**src/rtl/clock_run_ctrl_pkg.sv**
```systemverilog
// clock_run_ctrl_pkg: shared state encoding, default divisors and widths
// for the CPU clock-run controller and its button debouncers.
package clock_run_ctrl_pkg;

    typedef enum logic [1:0] {
        RUN       = 2'b00,
        STEP_WAIT = 2'b01,
        HALTED    = 2'b10
    } run_state_t;

    localparam int DEF_FAST_DIV        = 10;
    localparam int DEF_SLOW_DIV        = 1000000;
    localparam int DEF_DEBOUNCE_CYCLES = 100000;

    // Wide enough for the slow divisor with plenty of headroom.
    localparam int PRESC_W = 32;

endpackage

```
**src/rtl/btn_debounce.sv**
```systemverilog
// btn_debounce: 2-flop synchroniser plus stable-level counter for a raw button.
// Ports: clk, rst (async, active high), btn (raw) -> level (debounced).
module btn_debounce
    import clock_run_ctrl_pkg::*;
#(
    parameter int DEBOUNCE_CYCLES = DEF_DEBOUNCE_CYCLES
) (
    input  logic clk,
    input  logic rst,
    input  logic btn,
    output logic level
);

    localparam int CW = $clog2(DEBOUNCE_CYCLES + 1);

    logic          sync1;
    logic          sync2;
    logic [CW-1:0] cnt;

    // level follows sync2 only after it has disagreed for DEBOUNCE_CYCLES
    // consecutive cycles; any agreeing cycle restarts the count.
    always_ff @(posedge clk or posedge rst) begin
        if (rst) begin
            sync1 <= 1'b0;
            sync2 <= 1'b0;
            cnt   <= '0;
            level <= 1'b0;
        end else begin
            sync1 <= btn;
            sync2 <= sync1;
            if (sync2 == level) begin
                cnt <= '0;
            end else if (cnt == CW'(DEBOUNCE_CYCLES - 1)) begin
                level <= sync2;
                cnt   <= '0;
            end else begin
                cnt <= cnt + 1'b1;
            end
        end
    end

endmodule

```
**src/rtl/clock_run_ctrl.sv**
```systemverilog
// clock_run_ctrl: CPU clock-enable generator with free-run, single-step and halt.
// Ports: rawClk, rst, frequency, step_mode, step_btn, resume_btn, halt
//        -> cpu_en (1-cycle pulse), halted, cycle_count[31:0].
// Optional feature: define CLOCK_RUN_CYCLE_COUNTER_EN to build the pulse counter.
module clock_run_ctrl
    import clock_run_ctrl_pkg::*;
#(
    parameter int FAST_DIV        = DEF_FAST_DIV,
    parameter int SLOW_DIV        = DEF_SLOW_DIV,
    parameter int DEBOUNCE_CYCLES = DEF_DEBOUNCE_CYCLES
) (
    input  logic        rawClk,
    input  logic        rst,
    input  logic        frequency,
    input  logic        step_mode,
    input  logic        step_btn,
    input  logic        resume_btn,
    input  logic        halt,
    output logic        cpu_en,
    output logic        halted,
    output logic [31:0] cycle_count
);

    run_state_t         state;
    run_state_t         next_state;
    logic [PRESC_W-1:0] presc;
    logic [PRESC_W-1:0] div_m1;
    logic               freq_q;
    logic               freq_vld;
    logic               freq_chg;
    logic               step_lvl;
    logic               step_prev;
    logic               step_rise;
    logic               step_pend;
    logic               resume_lvl;
    logic               resume_prev;
    logic               resume_rise;

    btn_debounce #(.DEBOUNCE_CYCLES(DEBOUNCE_CYCLES)) u_step_db (
        .clk   (rawClk),
        .rst   (rst),
        .btn   (step_btn),
        .level (step_lvl)
    );

    btn_debounce #(.DEBOUNCE_CYCLES(DEBOUNCE_CYCLES)) u_resume_db (
        .clk   (rawClk),
        .rst   (rst),
        .btn   (resume_btn),
        .level (resume_lvl)
    );

    assign step_rise   = step_lvl & ~step_prev;
    assign resume_rise = resume_lvl & ~resume_prev;
    assign div_m1      = frequency ? PRESC_W'(FAST_DIV - 1)
                                   : PRESC_W'(SLOW_DIV - 1);
    // freq_vld masks the first cycle after reset, when freq_q is not yet
    // a real history of the input.
    assign freq_chg    = freq_vld & (frequency ^ freq_q);

    always_ff @(posedge rawClk or posedge rst) begin
        if (rst) begin
            state <= RUN;
        end else begin
            state <= next_state;
        end
    end

    always_comb begin
        next_state = state;
        unique case (state)
            RUN: begin
                if (halt) begin
                    next_state = HALTED;
                end else if (step_mode) begin
                    next_state = STEP_WAIT;
                end
            end
            STEP_WAIT: begin
                if (halt) begin
                    next_state = HALTED;
                end else if (!step_mode) begin
                    next_state = RUN;
                end
            end
            HALTED: begin
                if (resume_rise) begin
                    next_state = step_mode ? STEP_WAIT : RUN;
                end
            end
            default: next_state = RUN;
        endcase
    end

    always_comb begin
        cpu_en = 1'b0;
        halted = 1'b0;
        unique case (state)
            RUN:       cpu_en = ~halt & ~freq_chg & (presc == div_m1);
            STEP_WAIT: cpu_en = ~halt & step_pend;
            HALTED:    halted = 1'b1;
            default:   ;
        endcase
    end

    // Prescaler only advances while staying in RUN; any mode change,
    // frequency change or wrap sends it back to 0.
    always_ff @(posedge rawClk or posedge rst) begin
        if (rst) begin
            presc <= '0;
        end else if (state != RUN || next_state != RUN ||
                     freq_chg || presc == div_m1) begin
            presc <= '0;
        end else begin
            presc <= presc + 1'b1;
        end
    end

    always_ff @(posedge rawClk or posedge rst) begin
        if (rst) begin
            freq_q      <= 1'b0;
            freq_vld    <= 1'b0;
            step_prev   <= 1'b0;
            resume_prev <= 1'b0;
            step_pend   <= 1'b0;
        end else begin
            freq_q      <= frequency;
            freq_vld    <= 1'b1;
            step_prev   <= step_lvl;
            resume_prev <= resume_lvl;
            step_pend   <= (state == STEP_WAIT) & step_rise;
        end
    end

`ifdef CLOCK_RUN_CYCLE_COUNTER_EN
    always_ff @(posedge rawClk or posedge rst) begin
        if (rst) begin
            cycle_count <= '0;
        end else if (cpu_en) begin
            cycle_count <= cycle_count + 32'd1;
        end
    end
`else
    assign cycle_count = '0;
`endif

endmodule
```
**config.mk**
```make
export PLATFORM = sky130hd
export DESIGN_NAME = clock_run_ctrl
export DESIGN_NICKNAME = d
export VERILOG_FILES = /design/src/rtl/clock_run_ctrl_pkg.sv /design/src/rtl/btn_debounce.sv /design/src/rtl/clock_run_ctrl.sv
export SDC_FILE = /design/constraint.sdc
export NUM_CORES = 1
export LEC_CHECK = 0
export CORE_MARGIN = 8
export CORE_UTILIZATION = 52
export CTS_CLUSTER_DIAMETER = 120
export DETAILED_ROUTE_END_ITERATION = 10
export PLACE_DENSITY = 0.77
export SLEW_MARGIN = 20
export SYNTH_ARGS = -nofsm -noshare
export SYNTH_HDL_FRONTEND = slang
export SYNTH_SLANG_ARGS = --single-unit
```
**constraint.sdc**
```tcl
create_clock -name rawClk -period 7.15 [get_ports rawClk]
set_clock_uncertainty 0.1 [all_clocks]
set_input_delay 1.0725 -clock rawClk [delete_from_list [all_inputs] [get_ports rawClk]]
set_output_delay 1.0725 -clock rawClk [all_outputs]
set_load 0.02 [all_outputs]
```
==> impl_metrics.yaml <==
run_status:
  outcome: "finished clean"
cells_and_area:
  antenna_cells: 0
  drive_gt1_frac: 0.0569
  area_delta_synth_final_pct: 5.27
  final_nets: 427
  final_cell_area_mm2: 0.00422
cts:
  ctsHoldBuffers: 0
  cts_setup_buffers: 0
  ctsRootBufferMaster: "clkbuf_8"
  cts-htree-levels: 3
  clkTransAtPathRegs_ps: 70
  cts_resized: 0
  cts.sinks: 79
  clk_latency_ps: 340
  cts_buffers: 9
  clockBufferDepth: 2
  cts_tree: "yes"
timing:
  hold_violations: 0
  slew_headroom: 0.310
  finalSetupTns_ps: 0
  worst_pin_slew_ps: 1030
  slew_viol_final: 0
  rsz0062_at_grt: "false"
  max_freq_mhz: 229
  period_needed_ps: 4370
  finalCritPeriodShare: 0.611
  setup_viol: 0
critical_path:
  cp-end-kind: "output port"
  cpMaxStageDelayCell: "clkdlybuf4s50_1"
  crit_family: "buffers and inverters"
  reg2reg_from: "presc[28]"
  startpoint: "frequency"
  crit_top_cell: "clkdlybuf4s50_1"
  arrival_ps: 3190
  critPathKind: "in -> out"
  path_buf_inv: 2
  rr_endpoint: "presc[20]"
  critical_path.endpoint: "cpu_en"
  cp_cell_sequence: "clkdlybuf4s50_1 > nand4b_1 > or4_1 > a211oi_2 > a32o_1 > clkdlybuf4s50_1"
  path_depth: 6
  r2r_slack_ps: 4540
  cp.required_ps: 5980
  slowest_delay_ps: 610
  crit_path_start_kind: "input pin"
  worst_r2r_path_depth: 5
  cp_max_fo: 4
synthesis:
  synth-edff-count: 0
  synth.top_cells.by_count: "dfrtp_1, nor2_1, xor2_1"
  syn_avg_cell_area_um2: 9.83
  synth_mux_area_frac: 0.00561
  synth_top_family_by_area: "simple AND/OR/NAND/NOR gates"
  ys_types: 37
  synth-seq-cells: 79
  synth.most_common_cell: "dfrtp_1"
  synthFlopType: "dfrtp_1"
  yosysTopAreaCell: "dfrtp_1"
  synth_compound_area_frac: 0.0172
  yosys-top-cells-area: "dfrtp_1, xor2_1, nor2_1"
  synth_top_area_share: 0.493
  yosys.area_share.simple: 0.250
  synth_warnings: 0
  synthArstFlopShare: 1.00
  yosys.area_share.adder: 0.00936
  syn_inst: 408
  yosysSeqAreaShare: 0.493
  syn_area_mm2: 0.00401
  synth_xor_area_frac: 0.135
placed_design:
  place_hpwl_um: 4770
  numPortBuffers: 8
  place_area_mm2: 0.00403
  gp_congestion: 0.856
grt:
  antenna_found_initial: 0
  overflow: 0
  grt_pass1_wl_um: 11900
  grt_util_all_layers: 0.131
  grt_max_degree: 80
  first_global_vias: 2649
routing:
  num_vias: 2720
  drc: 0
  drt-initial-drc-count: 127
  drt_first_pass_iters: 4
  routed_wl_um: 6880
  wl_per_cell_um: 13.1
  viasPerCell: 5.19
  ant_nets: 0
power:
  peakVddDrop_uv: 154
  power_density_mw_per_mm2: 199
  leakage_nw: 1.78
floorplanning:
  ios: 41
  start_util: 0.527
  fp.dieW_um: 104
  num_rows: 32
  die_h_um: 104
  core_area_mm2: 0.00761
  dieArea_mm2: 0.0108
worst_hold_path:
  hp-class: "reg -> reg"
  hold_depth: 0
job:
  timing.max_cap.violations: 0
[worst min path at each step]
| stage | startpoint | endpoint |
|---|---|---|
| 2_1_floorplan | u_resume_db.sync1 | u_resume_db.sync2 |
| 3_3_place_gp | u_resume_db.sync1 | u_resume_db.sync2 |
| 3_5_place_dp | u_step_db.sync1 | u_step_db.sync2 |
| 4_1_cts | u_resume_db.sync1 | u_resume_db.sync2 |
| 5_1_grt | u_resume_db.sync1 | u_resume_db.sync2 |
| 6_report | u_step_db.sync1 | u_step_db.sync2 |
[cells in the final DEF (no fill, tap or decap), types with 2 or more instances in the layout]
cell,n
o21ai_0,3
mux2_2,2
nand3_1,31
conb_1,33
nor2_1,75
clkbuf_8,12
nor4_1,15
dfrtp_1,79
nor2b_1,3
clkdlybuf4s50_1,8
nand4_2,2
clkbuf_1,2
and4_1,7
xnor2_1,29
o21ai_2,2
and3_1,9
or4_1,2
nor3_1,11
inv_1,9
or3_1,2
nand4_1,14
xor2_1,33
ha_1,3
nor4b_1,3
nand2_1,19
[per-stage QoR]
stage          total power [mW]  worst slack [ps]  utilization  cells  hold WS, ps
3_3_place_gp              0.537              2780        0.530    508          236
6_report                  0.839              2780        0.555    524          258
5_1_grt                   0.874              2640        0.555    524          268
3_5_place_dp              0.538              2780        0.530    508          238
4_1_cts                   0.850              2760        0.554    524          263
2_1_floorplan             0.536              3860            -    439          231
[flip-flops by register name, summed over array words and instances (netlist names)]
| register | flops |
|---|---|
| presc | 32 |
| u_resume_db.cnt | 17 |
| u_step_db.cnt | 17 |
| state | 2 |
| freq_q | 1 |
| freq_vld | 1 |
| resume_prev | 1 |
| step_pend | 1 |
| step_prev | 1 |
| u_resume_db.level | 1 |
| u_resume_db.sync1 | 1 |
| u_resume_db.sync2 | 1 |
| u_step_db.level | 1 |
| u_step_db.sync1 | 1 |
| u_step_db.sync2 | 1 |
[routing by layer]
layer | routed length (µm) | GRT usage
met5 | 0 | 0
met4 | 155 | 0.0724
met3 | 276 | 0.0335
met2 | 3190 | 0.204
met1 | 3260 | 0.162
[cell families (layout without fill, tap and decap cells)]
kind of cell,Yosys count,count (layout)
AO/OA/AOI/OAI,10,10
buffers and inverters,52,35
adder cells (fa/ha/maj),3,3
AND/OR/NAND/NOR,198,198
XOR/XNOR,62,62
multiplexers,2,2
flip-flops,79,79
other,2,33
[where the power goes]
| group | internal [mW] | leakage, nW | switching [mW] | total, mW |
|---|---|---|---|---|
| Combinational | 0.0179 | 0.602 | 0.0479 | 0.0658 |
| Clock | 0.155 | 0.0967 | 0.155 | 0.311 |
| Sequential | 0.455 | 1.08 | 0.00743 | 0.463 |
[layout make-up]
type                            instances  area [µm²]
Tap cell                              102         128
Inverter                               10        37.5
Clock inverter                          2        13.8
Multi-Input combinational cell        308        1810
Clock buffer                           14         173
Fill cell                             680        3380
Sequential cell                        79        1980
Timing Repair Buffer                    9        87.6
Power figures use the tool's default switching activity.
